<file path="src/rtl/command_sender.sv">
// Serializes one command request (opcode + payload) onto a byte stream,
// then returns the single response byte, or 8'hFF when the response times out.
module command_sender #(
  parameter int MAX_PAYLOAD_BYTES = 48,
  parameter int TIMEOUT_CYCLES    = 1024,
  localparam int LEN_W = $clog2(MAX_PAYLOAD_BYTES + 1),
  localparam int CNT_W = $clog2(TIMEOUT_CYCLES + 1)
) (
  input  logic                           clk,
  input  logic                           rstn,
  input  logic                           req_valid,
  output logic                           req_ready,
  input  logic [7:0]                     req_opcode,
  input  logic [LEN_W-1:0]               req_length,
  input  logic [8*MAX_PAYLOAD_BYTES-1:0] req_payload,
  output logic                           tx_valid,
  input  logic                           tx_ready,
  output logic [7:0]                     tx_data,
  input  logic                           rx_valid,
  output logic                           rx_ready,
  input  logic [7:0]                     rx_data,
  output logic                           resp_valid,
  input  logic                           resp_ready,
  output logic [7:0]                     resp_status,
  output logic                           resp_timeout,
  output logic [7:0]                     stray_count,
  output logic                           busy
);

  typedef enum logic [2:0] {IDLE, SEND_OP, SEND_PAYLOAD, WAIT_RESP, RESP} state_t;

  state_t           state, next_state;
  logic             alive;
  logic [LEN_W-1:0] len_q, idx, nxt_idx;
  logic [CNT_W-1:0] cnt;
  logic [7:0]       pay_q [MAX_PAYLOAD_BYTES];

  logic tx_fire, rx_fire, req_fire, resp_fire;
  logic last_tx, final_fire, resp_rx, stray_rx, timeout_hit;

  assign tx_fire    = tx_valid && tx_ready;
  assign rx_fire    = rx_valid && rx_ready;
  assign req_fire   = req_valid && req_ready;
  assign resp_fire  = resp_valid && resp_ready;
  assign nxt_idx    = idx + 1'b1;
  assign final_fire = tx_fire && last_tx;
  // A byte arriving with the final tx handshake is the response, not a stray.
  assign resp_rx    = rx_fire && (final_fire || state == WAIT_RESP);
  assign stray_rx   = rx_fire && !resp_rx && (state != WAIT_RESP) && (state != RESP);
  assign timeout_hit = (state == WAIT_RESP) && !rx_fire &&
                       (cnt == CNT_W'(TIMEOUT_CYCLES - 1));

  always_comb begin
    last_tx = 1'b0;
    if (state == SEND_OP)           last_tx = (len_q == '0);
    else if (state == SEND_PAYLOAD) last_tx = (idx == len_q - 1'b1);
  end

  always_ff @(posedge clk or negedge rstn) begin
    if (!rstn) begin
      state <= IDLE;
      alive <= 1'b0;
    end else begin
      state <= next_state;
      alive <= 1'b1;
    end
  end

  always_comb begin
    next_state = state;
    case (state)
      IDLE:         if (req_fire) next_state = SEND_OP;
      SEND_OP:      if (tx_fire) begin
                      if (!last_tx)     next_state = SEND_PAYLOAD;
                      else if (rx_fire) next_state = RESP;
                      else              next_state = WAIT_RESP;
                    end
      SEND_PAYLOAD: if (final_fire) next_state = rx_fire ? RESP : WAIT_RESP;
      WAIT_RESP:    if (rx_fire || timeout_hit) next_state = RESP;
      RESP:         if (resp_fire) next_state = IDLE;
      default:      next_state = IDLE;
    endcase
  end

  // The alive flag keeps the ready outputs low until the first edge after reset.
  always_comb begin
    req_ready  = alive && (state == IDLE);
    tx_valid   = (state == SEND_OP) || (state == SEND_PAYLOAD);
    rx_ready   = alive && (state != RESP);
    resp_valid = (state == RESP);
    busy       = (state != IDLE);
  end

  always_ff @(posedge clk) begin
    if (req_fire) begin
      for (int k = 0; k < MAX_PAYLOAD_BYTES; k++) pay_q[k] <= req_payload[8*k +: 8];
    end
  end

  always_ff @(posedge clk or negedge rstn) begin
    if (!rstn) begin
      len_q        <= '0;
      idx          <= '0;
      cnt          <= '0;
      tx_data      <= 8'h00;
      resp_status  <= 8'h00;
      resp_timeout <= 1'b0;
      stray_count  <= 8'h00;
    end else begin
      if (req_fire) begin
        len_q   <= (req_length > LEN_W'(MAX_PAYLOAD_BYTES)) ? LEN_W'(MAX_PAYLOAD_BYTES) : req_length;
        idx     <= '0;
        tx_data <= req_opcode;
      end
      // tx_data only moves on a handshake, so it holds steady under backpressure.
      if (state == SEND_OP && tx_fire && !last_tx) tx_data <= pay_q[0];
      if (state == SEND_PAYLOAD && tx_fire) begin
        idx <= nxt_idx;
        if (!last_tx) tx_data <= pay_q[nxt_idx];
      end
      if (state != WAIT_RESP) cnt <= '0;
      else if (!rx_fire)      cnt <= cnt + 1'b1;
      if (resp_rx) begin
        resp_status  <= rx_data;
        resp_timeout <= 1'b0;
      end else if (timeout_hit) begin
        resp_status  <= 8'hFF;
        resp_timeout <= 1'b1;
      end
      if (stray_rx && stray_count != 8'hFF) stray_count <= stray_count + 1'b1;
    end
  end

endmodule

</file>
<file path="config.mk">
export PLATFORM = sky130hd
export DESIGN_NAME = command_sender
export DESIGN_NICKNAME = d
export VERILOG_FILES = /design/src/rtl/command_sender.sv
export SDC_FILE = /design/constraint.sdc
export NUM_CORES = 1
export LEC_CHECK = 0
export ABC_AREA = 1
export BUFFER_PORTS_ARGS = -buffer_cell sky130_fd_sc_hd__clkbuf_2
export CORE_AREA = 2 2 222 224
export DETAILED_ROUTE_END_ITERATION = 8
export DIE_AREA = 0 0 224 226
export GPL_TIMING_DRIVEN = 0
export SLEW_MARGIN = 20
export SYNTH_ARGS = -nofsm -noshare
export SYNTH_HDL_FRONTEND = slang
export SYNTH_SLANG_ARGS = --single-unit
</file>
<file path="constraint.sdc">
create_clock -name clk -period 8.9 [get_ports clk]
set_input_delay 1.78 -clock clk [delete_from_list [all_inputs] [get_ports clk]]
set_output_delay 1.78 -clock clk [all_outputs]
set_load 0.02 [all_outputs]
</file>
==> impl_metrics.json, run 1 <==
{
  "worst_pin_slew_ns": 1.03,
  "grt_pass1_wl_mm": 83.7,
  "required_ns": 7.12,
  "p_leak_nw": 9.07,
  "grt_util_met2_pct": 37.3,
  "finalWeightedCongestion": 0.877,
  "holdBufCountCts": 0,
  "ff_latch_area_um2": 12800,
  "cts-root-buf": "clkbuf_16",
  "finalCritPeriodShare_pct": 41.0,
  "io_pins": 442,
  "numPortBuffers": 441,
  "drive_above_1_share_pct": 26.7,
  "cts-buffers-inserted": 47,
  "cap_violations": 0,
  "crit_fanout": 4,
  "multiInputGateArea_um2": 4630,
  "p_sw_share_pct": 37.7,
  "antenna_left": 0,
  "max_freq_mhz": 274,
  "worstSetupPathType": "reg2out",
  "p_per_area_nw_per_um2": 311,
  "nets": 2484,
  "p_sw_w": 0.00267,
  "grt.met3_usage_pct": 4.42,
  "antenna_found_initial": 14,
  "met1_usage_pct": 30.1,
  "cts_resized": 0,
  "drtIter0Drc": 1398,
  "instances_no_fill": 2729,
  "maxSlewViolCount": 0,
  "ys_types": 34,
  "finalCriticalPeriod_ns": 3.65,
  "gr-total-overflow": 0,
  "grt_max_degree": 109,
  "cp-end-kind": "output pin",
  "cts_tree": "built",
  "rows": 81,
  "hold_violations": 0,
  "grt_use_total_pct": 22.8,
  "p_int_w": 0.00441,
  "syn-cell-area_um2": 18200,
  "ys_ff_latch": 436,
  "final_util_pct": 47.1,
  "pwr-share-seq_pct": 37.9,
  "place_area_um2": 21300,
  "reg2reg_depth": 12,
  "clkLatencyLatePin_ns": 0.60,
  "die_h_um": 226,
  "clock-sinks": 436,
  "fillers": 4478,
  "vias": 13900,
  "min_path_type": "reg2reg",
  "viasPerCell": 5.09,
  "die_x_um": 224,
  "busiest_layer": "met2",
  "skew_ns": 0.0268,
  "outcome": "finished, final reports clean",
  "ir_worst_vdd_mv": 0.166,
  "area_growth_pct": 25.2,
  "min_path_cells": 1,
  "syn-num-nets": 1990,
  "wl_per_cell_um": 21.5,
  "finalInstanceArea_um2": 22700,
  "cts.path.max_buffers": 3,
  "synthCells": 1573,
  "p_comb_share_pct": 35.5,
  "synth_area_per_cell_um2": 11.5,
  "die_area_um2": 50600,
  "core_um2": 48300,
  "arrival_ns": 1.87,
  "grt_pass1_vias": 13500,
  "htreeDepth": 2,
  "finalSetupTns_ns": 0,
  "synth_top_area_share_pct": 63.5,
  "yosys.area.top_type": "edfxtp_1",
  "clk_pin_slew_ns": 0.06,
  "ys_seq_area_share_pct": 70.6,
  "maxSlewHeadroom_pct": 31.0,
  "synth.top_cells.by_area": "edfxtp_1, dfrtp_1, nor2_1",
  "ys_warn_count": 0,
  "post_cts_buffers": 0,
  "start_util_pct": 37.6,
  "crit_path_start_kind": "flip-flop",
  "wl_mm": 58.8,
  "power.share.clock_pct": 26.6,
  "drc": 0,
  "setup_viol": 0,
  "hpwl_mm": 44.6,
  "dp_cells": 2640,
  "dr.pass1.iters": 5,
  "rsz0062_at_grt": "no"
}
-- metrics by stage --
stage                     hold slack, ns  power, W  setup slack, ns
after floorplan                    0.468   0.00427             1.35
after global placement             0.479   0.00526           -0.831
after detailed placement           0.495   0.00525             5.20
after CTS                          0.505   0.00715             5.24
after global routing               0.531   0.00750             5.13
final                              0.507   0.00708             5.25
-- Yosys cell counts --
master / count
a22o_1: 1
nand2_2: 5
ha_1: 5
edfxtp_1: 384
o311a_1: 1
inv_1: 65
nand3_1: 141
o21ai_0: 200
nand2_1: 148
o22ai_1: 9
a21oi_1: 14
buf_1: 8
conb_1: 1
a31oi_1: 2
nor3_1: 4
dfrtp_1: 52
buf_4: 14
nand4_1: 6
buf_2: 23
o21ai_1: 5
o211ai_1: 80
buf_6: 3
and3_1: 1
inv_2: 6
xor2_2: 1
xnor2_1: 5
clkbuf_1: 38
nor3_2: 2
nand2_4: 1
nand3_2: 1
nor2_2: 1
xor2_1: 5
clkinv_1: 2
nor2_1: 339
-- cells in the final DEF, fill, tap and decap left out, types with 2 or more instances in the layout --
| cell | synthesis | layout |
|---|---|---|
| nand4_1 | 6 | 6 |
| nor2_1 | 339 | 339 |
| o211ai_1 | 80 | 80 |
| a21oi_1 | 14 | 14 |
| inv_2 | 6 | 6 |
| edfxtp_1 | 384 | 384 |
| clkinv_2 | 0 | 5 |
| clkbuf_16 | 0 | 47 |
| buf_4 | 14 | 14 |
| inv_1 | 65 | 65 |
| xnor2_1 | 5 | 5 |
| nand2_1 | 148 | 148 |
| nand2_2 | 5 | 5 |
| o22ai_1 | 9 | 9 |
| buf_2 | 23 | 22 |
| a31oi_1 | 2 | 2 |
| clkbuf_2 | 0 | 440 |
| clkinv_1 | 2 | 8 |
| buf_1 | 8 | 8 |
| bufinv_16 | 0 | 4 |
| o21ai_0 | 200 | 200 |
| nand3_1 | 141 | 141 |
| dfrtp_1 | 52 | 52 |
| buf_6 | 3 | 3 |
| o21ai_1 | 5 | 5 |
| ha_1 | 5 | 5 |
| xor2_1 | 5 | 5 |
| diode_2 | 0 | 9 |
| clkbuf_1 | 38 | 53 |
| buf_16 | 0 | 4 |
| nor3_2 | 2 | 2 |
| nor3_1 | 4 | 4 |
-- cells by family (layout without fill, tap and decap cells) --
group	after synthesis	count (layout)	synth area share, %
buffers and inverters	159	684	3.86
AND/OR/NAND/NOR	649	649	14.7
XOR/XNOR	11	11	0.572
flip-flops	436	436	70.6
other	1	10	0.0206
adder cells (fa/ha/maj)	5	5	0.344
AO/OA/AOI/OAI	312	312	9.82
-- power by group through the flow --
stage	clock (W)	sequential (W)	combinational, W
floorplan	0	0.00278	0.00148
global placement	0	0.00278	0.00248
detailed placement	0	0.00272	0.00253
finish	0.00188	0.00268	0.00252
global route	0.00201	0.00270	0.00278
CTS	0.00193	0.00268	0.00254
-- final timing paths --
path | from | end | slack, ns
worst min-delay path | cnt[4]$_DFFE_PN0P_ | cnt[4]$_DFFE_PN0P_ | 0.51
worst min register to register | cnt[4]$_DFFE_PN0P_ | cnt[4]$_DFFE_PN0P_ | 0.51
worst max register to register | idx[1]$_DFFE_PN0P_ | tx_data[1]$_DFF_PN0_ | 5.98
min in group asynchronous | rstn | stray_count[5]$_DFFE_PN0P_ | 1.29
max in group asynchronous | rstn | cnt[4]$_DFFE_PN0P_ | 7.13
worst max-delay path | state[2]$_DFFE_PN0P_ | tx_valid | 5.25
-- per-layer routing --
metal / routed length (µm) / up-vias
met2: 28000 / 589
met1: 24500 / 6594
li1: - / 6577
met3: 4210 / 122
met4: 1960 / 10
met5: 76 / -
-- final cells by class --
class / instances / area share [%]
sequential: 436 / 56.4
antenna: 9 / 0.0990
multi-input combinational: 978 / 20.4
inverter: 73 / 1.20
tap: 622 / 3.42
clock buffer: 62 / 5.42
clock inverter: 18 / 0.979
timing repair buffer: 445 / 10.2
buffer: 86 / 1.92
-- flip-flops by register name, indices dropped and copies added, names as in the netlist, 3 cells and up --
register and cells:
pay_q 384, cnt 11, state 3, idx 6, stray_count 8, tx_data 8
len_q 6, resp_status 8
-- worst max-delay path, stage by stage, from the launching register on --
cell and delay, ns:
dfrtp_1 0.39, inv_1 0.11, nand2_1 0.08, nor2_1 0.31, inv_1 0.10, nand2_1 0.12, clkbuf_2 0.18
No activity file was read; power rests on OpenSTA's default activity.
==> inputs of run 2 (changes only) <==
==> constraint.sdc (replaced) <==
create_clock -name clk -period 3.23 [get_ports clk]
set_input_delay 0.646 -clock clk [delete_from_list [all_inputs] [get_ports clk]]
set_output_delay 0.646 -clock clk [all_outputs]
set_load 0.02 [all_outputs]
==> impl_metrics.json, run 2 (synthesis results as in run 1) <==
{
  "area_growth_pct": 25.3,
  "die_h_um": 226,
  "cts-root-buf": "clkbuf_16",
  "min_path_type": "in2async",
  "start_util_pct": 37.6,
  "final_util_pct": 47.1,
  "worst_pin_slew_ns": 0.984,
  "worstSetupPathType": "reg2reg",
  "maxSlewViolCount": 0,
  "cap_violations": 0,
  "htreeDepth": 2,
  "wl_per_cell_um": 21.8,
  "finalWeightedCongestion": 0.845,
  "finalCritPeriodShare_pct": 91.2,
  "post_cts_buffers": 0,
  "finalCriticalPeriod_ns": 2.95,
  "p_per_area_nw_per_um2": 865,
  "largest_reg_flops": 384,
  "clk_pin_slew_ns": 0.06,
  "reg.largest.list": "pay_q: 384 flops, cnt: 11 flops",
  "gr-total-overflow": 0,
  "drtIter0Drc": 1365,
  "grt_use_total_pct": 23.2,
  "grt_pass1_vias": 13700,
  "hpwl_mm": 44.7,
  "layout_common_cells": "clkbuf_2, edfxtp_1, nor2_1",
  "skew_ns": 0.0219,
  "io_pins": 442,
  "grt_max_degree": 140,
  "final_common_cell": "clkbuf_2",
  "hold_violations": 0,
  "grt_pass1_wl_mm": 85.3,
  "top_register": "pay_q",
  "antenna_found_initial": 13,
  "dr.pass1.iters": 7,
  "rsz0062_at_grt": "no",
  "nets": 2483,
  "rows": 81,
  "die_x_um": 224,
  "drc": 0,
  "holdBufCountCts": 0,
  "numPortBuffers": 441,
  "crit_fanout": 10,
  "outcome": "finished, final reports clean",
  "die_area_um2": 50600,
  "finalSetupTns_ns": 0,
  "cts.path.max_buffers": 3,
  "clkLatencyLatePin_ns": 0.59,
  "crit_path_start_kind": "flip-flop",
  "ir_worst_vdd_mv": 0.479,
  "drive_above_1_share_pct": 27.1,
  "maxSlewHeadroom_pct": 34.4,
  "cts_resized": 0,
  "wl_mm": 59.5,
  "viasPerCell": 5.11,
  "setup_viol": 0,
  "vias": 14000,
  "p_leak_nw": 9.08,
  "arrival_ns": 3.46,
  "antenna_left": 0,
  "max_freq_mhz": 340,
  "clock-sinks": 436,
  "cts_tree": "built",
  "required_ns": 3.75,
  "core_um2": 48300,
  "cts-buffers-inserted": 48,
  "cp-end-kind": "flip-flop"
}
-- run 2: cell types whose count changed in the layout (fill, tap and decap cells not counted), moves of 2 or more --
cell        previous run  this run
clkbuf_1              53        47
clkinv_2               5        10
buf_16                 4         2
clkinv_1               8        10
clkinv_4               0         2
clkinvlp_4             0         2
-- run 2: cell type report --
cell class	instances	area (µm²)
flip-flops and latches	436	12800
fillers	4467	25600
well taps	622	778
repair buffers	443	2260
clock inverters	29	278
clock buffers	57	1230
multi-input cells	978	4630
diodes	10	25.0
inverters	73	274
plain buffers	86	442
-- run 2: stage by stage --
stage	setup slack [ns]	total power (W)	instances	instance area (µm²)	hold slack (ns)
3_3_place_gp	0.0433	0.0144	2636	21200	0.469
5_1_grt	0.0905	0.0208	2733	22800	0.195
3_5_place_dp	0.311	0.0145	2638	21200	0.471
2_1_floorplan	0.241	0.0116	1573	18200	0.350
4_1_cts	0.293	0.0198	2724	22700	0.161
6_report	0.285	0.0197	2734	22800	0.156
-- run 2: where the power goes --
group          total, W  leakage [nW]  switching [W]  internal (W)
clock network   0.00533         0.740        0.00227       0.00306
registers       0.00739          4.19       0.000336       0.00705
logic           0.00696          4.15        0.00488       0.00208
total            0.0197          9.08        0.00749        0.0122
-- run 2: final timing paths --
check | start | cells past startpoint | endpoint | slack [ns]
max in group asynchronous | rstn | 1 | idx[0]$_DFFE_PN0P_ | 2.58
min in group clk | req_payload[228] | 1 | pay_q[28][4]$_DFFE_PP_ | 0.23
min | rstn | 1 | stray_count[5]$_DFFE_PN0P_ | 0.16
max reg2reg | idx[1]$_DFFE_PN0P_ | 12 | tx_data[2]$_DFF_PN0_ | 0.28
min reg2reg | resp_timeout$_DFFE_PN0P_ | 2 | resp_timeout$_DFFE_PN0P_ | 0.49
max | idx[1]$_DFFE_PN0P_ | 12 | tx_data[2]$_DFF_PN0_ | 0.28
-- run 2: worst max-delay path, stage by stage (launching register included) --
cell	delay, ns
dfrtp_1	0.42
ha_1	0.28
buf_2	0.15
buf_2	0.37
clkbuf_1	0.38
o21ai_0	0.16
o211ai_1	0.37
nand3_1	0.16
a21oi_1	0.30
nor2_1	0.07
nand2_1	0.07
nand2_1	0.08
inv_1	0.06
-- run 2: metal layers --
layer	share of wire [%]	wire length [µm]	global-route usage, %
met5	0.062	37	0
met1	42	25200	31.2
met3	6.5	3890	3.98
met2	48	28700	38.0
met4	2.7	1620	8.39
